`src/rtl/keypad_pkg.sv`:
```
`default_nettype none
// ============================================================================
//  Module      : keypad_pkg
//  Description : Shared types, constants and the column priority encoder
//                used by the 4x4 keypad scanner.
//  Revision    : 1.0  initial release
// ============================================================================
package keypad_pkg;

  typedef enum logic [1:0] {
    SCAN     = 2'd0,
    DEBOUNCE = 2'd1,
    HELD     = 2'd2
  } kp_state_t;

  typedef logic [3:0] key_code_t;

  // Row 0 driven low, all other rows released.
  localparam logic [3:0] ROW_RESET = 4'b1110;

  typedef struct packed {
    logic       valid;
    logic [1:0] idx;
  } col_dec_t;

  // Active-low priority encoder: the lowest-index low bit wins.
  function automatic col_dec_t col_encode(input logic [3:0] bits_n);
    col_dec_t r;
    r.valid = 1'b0;
    r.idx   = 2'd0;
    for (int i = 3; i >= 0; i--) begin
      if (!bits_n[i]) begin
        r.valid = 1'b1;
        r.idx   = 2'(i);
      end
    end
    return r;
  endfunction

endpackage
`default_nettype wire

```
`src/rtl/keypad_scanner_if.sv`:
```
`default_nettype none
// ============================================================================
//  Module      : keypad_scanner_if
//  Description : Keypad matrix pins plus the key-event bus toward the
//                elevator controller. The scanner takes the master side.
//  Revision    : 1.0  initial release
// ============================================================================
interface keypad_scanner_if;
  import keypad_pkg::*;

  logic [3:0] keyb_col;   // active-low columns, pulled up externally
  logic [3:0] keyb_row;   // one-hot active-low row drive
  logic       key_valid;  // one-cycle accepted-press pulse
  key_code_t  key_code;   // row*4 + col of last accepted key
  logic       key_held;   // accepted press until accepted release

  modport master (
    input  keyb_col,
    output keyb_row, key_valid, key_code, key_held
  );

  modport slave (
    output keyb_col,
    input  keyb_row, key_valid, key_code, key_held
  );

endinterface
`default_nettype wire

```
`src/rtl/keypad_scanner_scan_tick.sv`:
```
`default_nettype none
// ============================================================================
//  Module      : scan_tick
//  Description : Free-running dwell counter 0..DWELL_CYCLES-1 producing a
//                single-cycle strobe on its last count. Also suitable for
//                display digit multiplexing.
//  Revision    : 1.0  initial release
// ============================================================================
module scan_tick #(
  parameter int unsigned DWELL_CYCLES = 100_000
) (
  input  wire logic clk,
  input  wire logic rst_n,
  output logic      o_tick
);

  localparam int unsigned CW = (DWELL_CYCLES > 1) ? $clog2(DWELL_CYCLES) : 1;
  localparam logic [CW-1:0] C_LAST = CW'(DWELL_CYCLES - 1);

  logic [CW-1:0] r_count;
  logic          w_last;

  assign w_last = (r_count == C_LAST);
  assign o_tick = w_last;

  // Count up and wrap to zero after the last dwell cycle.
  always_ff @(posedge clk or negedge rst_n) begin
    if (!rst_n) begin
      r_count <= '0;
    end else if (w_last) begin
      r_count <= '0;
    end else begin
      r_count <= r_count + CW'(1);
    end
  end

endmodule
`default_nettype wire

```
`src/rtl/keypad_scanner.sv`:
```
`default_nettype none
// ============================================================================
//  Module      : keypad_scanner
//  Description : 4x4 matrix keypad scanner with press/release debounce.
//                Emits one key_valid pulse with key_code per accepted press.
//  Revision    : 1.0  initial release
// ============================================================================
module keypad_scanner
  import keypad_pkg::*;
#(
  parameter int unsigned DWELL_CYCLES   = 100_000,
  parameter int unsigned DEBOUNCE_SCANS = 4
) (
  input  wire logic         clk,
  input  wire logic         reset_n,
  keypad_scanner_if.master  kp
);

  localparam int unsigned CW = $clog2(DEBOUNCE_SCANS + 1);
  localparam logic [CW-1:0] C_SCANS = CW'(DEBOUNCE_SCANS);

  logic            w_tick;
  logic [3:0]      r_sync1, r_sync2;
  col_dec_t        w_dec;
  key_code_t       w_sample_code;

  kp_state_t       r_state, w_state;
  logic [1:0]      r_row_idx, w_row_idx;
  logic [3:0]      r_row, w_row;
  key_code_t       r_cand, w_cand;
  logic [CW-1:0]   r_cnt, w_cnt, w_cnt_inc;
  logic [CW-1:0]   r_rel_cnt, w_rel_cnt, w_rel_inc;
  logic            r_key_valid, w_key_valid;
  key_code_t       r_key_code, w_key_code;
  logic            r_key_held, w_key_held;
  logic            w_enter, w_advance;

  scan_tick #(
    .DWELL_CYCLES (DWELL_CYCLES)
  ) u_scan_tick (
    .clk    (clk),
    .rst_n  (reset_n),
    .o_tick (w_tick)
  );

  // Two-flop synchronizer on the asynchronous column inputs (idle high).
  always_ff @(posedge clk or negedge reset_n) begin
    if (!reset_n) begin
      r_sync1 <= 4'hF;
      r_sync2 <= 4'hF;
    end else begin
      r_sync1 <= kp.keyb_col;
      r_sync2 <= r_sync1;
    end
  end

  assign w_dec         = col_encode(r_sync2);
  assign w_sample_code = {r_row_idx, w_dec.idx};
  assign w_cnt_inc     = r_cnt + CW'(1);
  assign w_rel_inc     = r_rel_cnt + CW'(1);

  // Next-state and output decode; everything only moves on a sample strobe.
  always_comb begin
    w_state     = r_state;
    w_row_idx   = r_row_idx;
    w_row       = r_row;
    w_cand      = r_cand;
    w_cnt       = r_cnt;
    w_rel_cnt   = r_rel_cnt;
    w_key_valid = 1'b0;
    w_key_code  = r_key_code;
    w_key_held  = r_key_held;
    w_enter     = 1'b0;
    w_advance   = 1'b0;

    if (w_tick) begin
      case (r_state)
        SCAN: begin
          if (w_dec.valid) begin
            w_cand = w_sample_code;
            w_cnt  = CW'(1);
            if (C_SCANS == CW'(1)) begin
              w_enter = 1'b1;
            end else begin
              w_state = DEBOUNCE;
            end
          end else begin
            w_advance = 1'b1;
          end
        end
        DEBOUNCE: begin
          if (w_dec.valid && (w_sample_code == r_cand)) begin
            w_cnt = w_cnt_inc;
            if (w_cnt_inc == C_SCANS) begin
              w_enter = 1'b1;
            end
          end else begin
            w_state   = SCAN;
            w_advance = 1'b1;
          end
        end
        HELD: begin
          // Any column in the frozen row keeps the key counted as held.
          if (w_dec.valid) begin
            w_rel_cnt = '0;
          end else if (w_rel_inc == C_SCANS) begin
            w_rel_cnt  = '0;
            w_state    = SCAN;
            w_key_held = 1'b0;
            w_advance  = 1'b1;
          end else begin
            w_rel_cnt = w_rel_inc;
          end
        end
        default: begin
          w_state = SCAN;
        end
      endcase
    end

    if (w_enter) begin
      w_state     = HELD;
      w_key_valid = 1'b1;
      w_key_code  = w_cand;
      w_key_held  = 1'b1;
      w_rel_cnt   = '0;
    end

    if (w_advance) begin
      w_row_idx = r_row_idx + 2'd1;
      w_row     = ~(4'b0001 << w_row_idx);
    end
  end

  // State, row drive, counters and registered outputs.
  always_ff @(posedge clk or negedge reset_n) begin
    if (!reset_n) begin
      r_state     <= SCAN;
      r_row_idx   <= 2'd0;
      r_row       <= ROW_RESET;
      r_cand      <= '0;
      r_cnt       <= '0;
      r_rel_cnt   <= '0;
      r_key_valid <= 1'b0;
      r_key_code  <= '0;
      r_key_held  <= 1'b0;
    end else begin
      r_state     <= w_state;
      r_row_idx   <= w_row_idx;
      r_row       <= w_row;
      r_cand      <= w_cand;
      r_cnt       <= w_cnt;
      r_rel_cnt   <= w_rel_cnt;
      r_key_valid <= w_key_valid;
      r_key_code  <= w_key_code;
      r_key_held  <= w_key_held;
    end
  end

  assign kp.keyb_row  = r_row;
  assign kp.key_valid = r_key_valid;
  assign kp.key_code  = r_key_code;
  assign kp.key_held  = r_key_held;

endmodule
`default_nettype wire
```
`src/flat_wrapper.sv`:
```
// flat-port wrapper written by rule: the top's interface ports become plain ports
module keypad_scanner_flat import keypad_pkg::*;
#(
  parameter int unsigned DWELL_CYCLES   = 100_000,
  parameter int unsigned DEBOUNCE_SCANS = 4
)
  (clk, reset_n, kp_keyb_col, kp_keyb_row, kp_key_valid, kp_key_code, kp_key_held);
  keypad_scanner_if kp_i ();
  input  wire logic clk;
  input  wire logic reset_n;
  input wire logic [$bits(kp_i.keyb_col)-1:0] kp_keyb_col;
  output wire logic [$bits(kp_i.keyb_row)-1:0] kp_keyb_row;
  output wire logic [$bits(kp_i.key_valid)-1:0] kp_key_valid;
  output wire logic [$bits(kp_i.key_code)-1:0] kp_key_code;
  output wire logic [$bits(kp_i.key_held)-1:0] kp_key_held;
  assign kp_i.keyb_col = kp_keyb_col;
  assign kp_keyb_row = kp_i.keyb_row;
  assign kp_key_valid = kp_i.key_valid;
  assign kp_key_code = kp_i.key_code;
  assign kp_key_held = kp_i.key_held;
  keypad_scanner #(.DWELL_CYCLES(DWELL_CYCLES), .DEBOUNCE_SCANS(DEBOUNCE_SCANS)) u_core (.clk(clk), .reset_n(reset_n), .kp(kp_i));
endmodule
```
`config.mk`:
```
export PLATFORM = sky130hd
export DESIGN_NAME = keypad_scanner_flat
export DESIGN_NICKNAME = d
export VERILOG_FILES = /design/src/rtl/keypad_pkg.sv /design/src/rtl/keypad_scanner_if.sv /design/src/rtl/keypad_scanner_scan_tick.sv /design/src/rtl/keypad_scanner.sv /design/src/flat_wrapper.sv
export SDC_FILE = /design/constraint.sdc
export NUM_CORES = 1
export LEC_CHECK = 0
export CORE_ASPECT_RATIO = 1.5
export CORE_UTILIZATION = 55
export CTS_BUF_LIST = sky130_fd_sc_hd__clkbuf_4
export CTS_CLUSTER_SIZE = 8
export DETAILED_ROUTE_END_ITERATION = 12
export GPL_ROUTABILITY_DRIVEN = 0
export PLACE_DENSITY = 0.76
export SLEW_MARGIN = 15
export SYNTH_ARGS = -nofsm -noshare
export SYNTH_HDL_FRONTEND = slang
export SYNTH_SLANG_ARGS = --single-unit
```
`constraint.sdc`:
```
create_clock -name clk -period 2.8 [get_ports clk]
set_input_delay 0.28 -clock clk [delete_from_list [all_inputs] [get_ports clk]]
set_output_delay 0.28 -clock clk [all_outputs]
set_load 0.03 [all_outputs]
```
# Yosys cells after proc, flatten, opt, wreduce, memory -nomap -nowiden

Index checks and enable logic that the tools add are counted.

Register bits after elaboration: 49
Input port bits: 6
Output and inout bits: 10
Word-level logic and storage cells: 80

Add/sub/neg operators: 4
Equal/unequal tests: 13
Shift operators: 1
Mux-type cells: 39
Bitwise gates (word level): 1
Reductions and logical operators: 10

Operators by type and width:

| kind                                                | number |
|---|---|
| 2-to-1 mux 3 bit                                    | 11 |
| adder 17 x 1 -> 17 bit, second input constant       | 1 |
| equality test 17 bit, second input constant         | 1 |
| 2-to-1 mux 17 bit                                   | 1 |
| 2-to-1 mux 1 bit                                    | 15 |
| 2-to-1 mux 2 bit                                    | 6 |
| 2-to-1 mux 4 bit                                    | 3 |
| AND reduction 4 bit                                 | 2 |
| nonzero test 2 bit                                  | 4 |
| adder 3 x 1 -> 3 bit, second input constant         | 2 |
| equality test 3 bit, second input constant          | 2 |
| != test 3 x 1 -> 1 bit, second input constant       | 2 |
| case mux 2 bit (3 select lines)                     | 1 |
| case mux 3 bit (2 select lines)                     | 1 |
| AND reduction 5 bit                                 | 1 |
| equality test 4 bit                                 | 1 |
| != test 2 x 1 -> 1 bit, second input constant       | 2 |
| NOT 4 bit                                           | 1 |
| left shift 1 x 2 -> 4 bit, first input constant     | 1 |
| != test 3 x 2 -> 1 bit, second input constant       | 1 |
| != test 3 bit, second input constant                | 1 |
| case mux 1 bit (3 select lines)                     | 1 |
| adder 2 x 1 -> 2 bit, second input constant         | 1 |
| equality test 2 x 1 -> 1 bit, second input constant | 1 |
| 5 further kinds                                     | 5 |

# Logic depth before layout (Yosys ltp)

Word-level depth: 11
Gate-level depth with buffers: 7
Depth with buffers taken out: 6

# Modules after synthesis

Synthesis repeated with hierarchy kept, for this count alone.

Cells, all modules: 210
Area, all modules: 2359.8 µm²

By module, submodules not included:

| module         | times used | cells an instance | area an instance (µm²) | seq. area each (µm²) |
|---|---|---|---|---|
| keypad_scanner | 1          | 136               | 1566.5                 | 814.5 |
| scan_tick      | 1          | 74                | 793.3                  | 425.4 |

# Worst setup path before layout

OpenSTA, ideal clock, no wires.

Path kind: register -> register
From: register u_core.u_scan_tick.r_count[5]
To: register u_core.r_row_idx[1]
Library setup time: 0.125 ns
Data arrival time: 1.832 ns
Required time: 2.675 ns
Setup slack: 0.842 ns
Cell stages (with the launch flop): 6
Path buffers: 0
Period minus slack after synthesis: 1.958 ns
Path through: dfrtp_1 nor4b_4 nand4_2 nor4_4 o2111ai_4 mux2_4

Longest elaborated chain between the ends: 2

RTL lines:

| what                   | line                           | text |
|---|---|---|
| from (decl)            | keypad_scanner_scan_tick.sv:20 | `logic [CW-1:0] r_count;` |
| from (signal assigned) | keypad_scanner_scan_tick.sv:33 | `r_count <= r_count + CW'(1);` |
| equality test 17 bit   | keypad_scanner_scan_tick.sv:23 | `assign w_last = (r_count == C_LAST);` |
| 2-to-1 mux 1 bit       | keypad_scanner.sv:76           | `if (w_tick) begin` |
| to (signal assigned)   | keypad_scanner.sv:149          | `r_row_idx <= w_row_idx;` |
| to (decl)              | keypad_scanner.sv:28           | `logic [1:0] r_row_idx, w_row_idx;` |

Every way passes these cells.
A chain may end at the register's enable or synchronous reset.

# Worst setup path after layout

Ends and elaborated chain as after synthesis.

==> run_results.csv <==
group,metric,value,unit
timing,max_freq,454,MHz
synth,synthMostInstantiatedCell,"dfrtp_1",
synth,synth_cells,216,
cells_and_area,num-fill-cells,341,
power,power_per_cell_area,438,mW/mm^2
timing,final.min_clock_period,2.20,ns
setup_path,critical_path.cell_chain,"nor4b_4 -> nand4_2 -> nor4_4 -> o2111ai_4 -> mux2_4",
synth,dominantRegCellSynth,"dfrtp_1",
setup_path,critical_path.startpoint,"u_core.u_scan_tick.r_count[5]",
power,max-vdd-ir-drop,0.411,mV
synth,synth_async_sr_flop_share,100,%
synth,synth_top_cells_by_count,"38 x dfrtp_1, 18 x nand2_1, 14 x nor2_1",
setup_path,start_of_the_worst_register_to_register_path,"u_core.u_scan_tick.r_count[5]",
global_route,first_global_vias,1638,
clock_tree,worstSkewPairLatency,0.36,ns
global_route,number_of_antenna_violations_at_the_first_check_in_global_routing,0,
global_route,grt_first_pass_wirelength,7.59,mm
synth,synthesis.area_per_instance,11.1,um^2
power,fin_total_pwr,1.18,mW
setup_path,critical_path_fanout_max,7,
setup_path,timing_worst_setup_path_type,"flop to flop",
cells_and_area,nets,250,
setup_path,worstSetupStartpointType,"flop",
global_route,grtUsageTotal,21.3,%
die,die_x,56.0,um
cells_and_area,post_route_cells_drive_above_1_share,14.0,%
outcome,run_status,"completed",
hold_path,hold_path.class,"primary input to flop",
setup_path,cp-end-kind,"flop",
flow_run,max-cap-violations,0,
timing,grt_setup_unrepaired,"false",
place,dp.final_hpwl,3.00,mm
timing,timing_hold_violations_final,0,
synth,synth_edf_count,0,
setup_path,critPathArrivalTime,2.47,ns
timing,finalClockSkew,0.0200,ns
setup_path,worst-endpoint-required,3.07,ns
synth,synth.yosys.seq_area_share,51.5,%
routing,drtIter0Drc,61,
die,die_y,83.0,um
synth,netlist.top_cell.by_area,"dfrtp_1",
timing,timing.max_slew.rel_slack,50.5,%
setup_path,path_depth,5,
synth,synth.lib_cells_used.distinct,46,
clock_tree,cts_post_setup_buffers_inserted,0,
clock_tree,numClockSinks,49,
synth,synth_top_area_share,39.5,%
setup_path,worstReg2RegEnd,"u_core.r_row_idx[1]",
routing,route.final.wire_length,4.23,mm
clock_tree,clk_path_buf_depth,2,
setup_path,worst_path_dominant_cell_family,"simple AND/OR/NAND/NOR gates",
routing,num_vias,1629,
timing,report.final.slew_viol_count,0,
clock_tree,clock_tree_from_tritoncts,"done",
setup_path,regToRegSetupSlack,0.60,ns
timing,setup-violations-final,0,
clock_tree,cts_htree_levels,2,
clock_tree,numCtsBuffers,5,
setup_path,max_stage_delay,0.49,ns
setup_path,cp.buffers_inverters,0,
routing,final_antenna_net_count,0,
synth,ys_warn_count,0,
power,p_leak,1.20,nW
synth,syn-num-nets,231,
setup_path,worstSetupEndpoint,"u_core.r_row_idx[1]",
timing,final_critical_path_share_of_the_clock_period,78.7,%
routing,detail_route.wl_per_cell,15.0,um
die,start_util,57.2,%
die,floorplan_die_area,0.00465,mm^2
routing,vias_per_cell,5.78,
timing,setup-tns-final,0,ns
synth,post_synth_main_area_contributors,"dfrtp_1 40%, dfstp_2 12%, ha_1 4.7%",
clock_tree,cts.reportedPaths.clkPinSlew,0.15,ns
synth,ys_ff_latch,49,
die,number_of_placed_i_o_pins,16,
setup_path,worst_r2r_path_depth,5,
cells_and_area,antenna-diode-count,0,
routing,drc,0,
timing,max_slew.worst_pin.slew,0.735,ns
global_route,overflow,0,
die,fp-row-count,29,
setup_path,slowest_stage,"dfrtp_1",
global_route,grt_max_degree,50,
clock_tree,cts_repair_resize_count,0,
synth,synth.cell_area,0.00241,mm^2
die,floorplan.core_area,0.00421,mm^2
routing,drt_pre_antenna_iters,5,
clock_tree,cts_root_buffer,"clkbuf_4",
place,buffer_ports.inserted,15,
cells_and_area,flow.area_growth_from_synthesis,11.9,%
cell type report:
type | instances | area [um^2] | area share, %
Inverter | 11 | 41.3 | 1.53
Clock buffer | 6 | 45.0 | 1.67
Timing Repair Buffer | 17 | 165 | 6.13
Clock inverter | 2 | 38.8 | 1.44
Sequential cell | 49 | 1240 | 46.1
Multi-Input combinational cell | 151 | 1100 | 41.0
Tap cell | 46 | 57.6 | 2.14
cell usage in the layout (no fill, tap or decap), types with 2 or more instances in the layout:
cell	Yosys	final
nor2b_1	2	2
clkdlybuf4s50_1	0	14
nor4b_1	3	3
xor2_1	10	10
and2_1	2	2
nand3_1	11	11
o211ai_1	2	2
nand4_2	2	2
inv_1	11	11
buf_4	0	2
mux2i_1	4	4
o21ai_1	11	11
clkbuf_4	0	6
dfstp_2	11	11
nand4_1	9	9
xnor2_1	12	12
nand2_1	18	18
mux2_2	2	2
o21ai_0	4	4
and4_1	4	4
mux2_1	2	2
nor3_1	3	3
dfrtp_1	38	38
nor4_1	4	4
ha_1	9	9
nor2_1	14	14
nand2b_1	3	3
per-stage QoR:
stage               hold WS, ns  util (%)  cells  cell area, um^2  setup slack (ns)
floorplan               -0.0156         -    216             2410             0.842
global placement          0.345      61.7    273             2600             0.586
detailed placement        0.347      61.7    273             2600             0.579
CTS                       0.113      63.7    281             2680             0.568
global route              0.279      64.0    282             2690             0.451
finish                    0.319      64.0    282             2690             0.595
state kept, by name, summed over array words and instances, names as in the netlist, 3 cells and up:
| name | count |
|---|---|
| u_core.r_cand | 4 |
| u_core.r_sync1 | 4 |
| u_core.r_cnt | 3 |
| u_core.kp.key_code | 4 |
| u_core.kp.keyb_row | 4 |
| u_core.r_sync2 | 4 |
| u_core.r_rel_cnt | 3 |
| u_core.u_scan_tick.r_count | 17 |
worst min-delay path by stage:
stage,startpoint,endpoint,slack [ns],depth (start not counted)
after global placement,u_core.r_sync1[0],u_core.r_sync2[0],0.35,0
after global routing,kp_keyb_col[3],u_core.r_sync1[3],0.28,1
after CTS,reset_n,u_core.kp.key_code[1],0.11,1
final,kp_keyb_col[3],u_core.r_sync1[3],0.32,1
after floorplan,reset_n,u_core.kp.key_code[0],-0.02,0
after detailed placement,u_core.r_sync1[0],u_core.r_sync2[0],0.35,0
cells by family after synthesis:
family / after synthesis / synth area share, %
flip-flops: 49 / 51.5
buffers and inverters: 16 / 2.55
XOR/XNOR: 22 / 8.01
AND/OR/NAND/NOR: 85 / 21.5
AO/OA/AOI/OAI: 26 / 7.54
adder cells (fa/ha/maj): 9 / 4.68
multiplexers: 9 / 4.16
power breakdown:
part / internal [mW] / total [mW] / switching, mW
Combinational: 0.0108 / 0.0356 / 0.0248
Clock: 0.200 / 0.420 / 0.220
Sequential: 0.719 / 0.723 / 0.00401
routing by layer:
layer / track usage (%) / part of all wire [%] / vias up
li1: - / - / 805
met1: 25.7 / 43 / 771
met2: 34.8 / 50 / 42
met3: 4.36 / 3.8 / 11
met4: 12.6 / 3.4 / 0
met5: 0 / 0 / -
what timing repair did:
action / CTS / global route
endpoints found under the setup margin: 0 / 0
hold buffers: 0 / 1
endpoints found under the hold margin: 0 / 38
(Power assumes the default switching activity.)
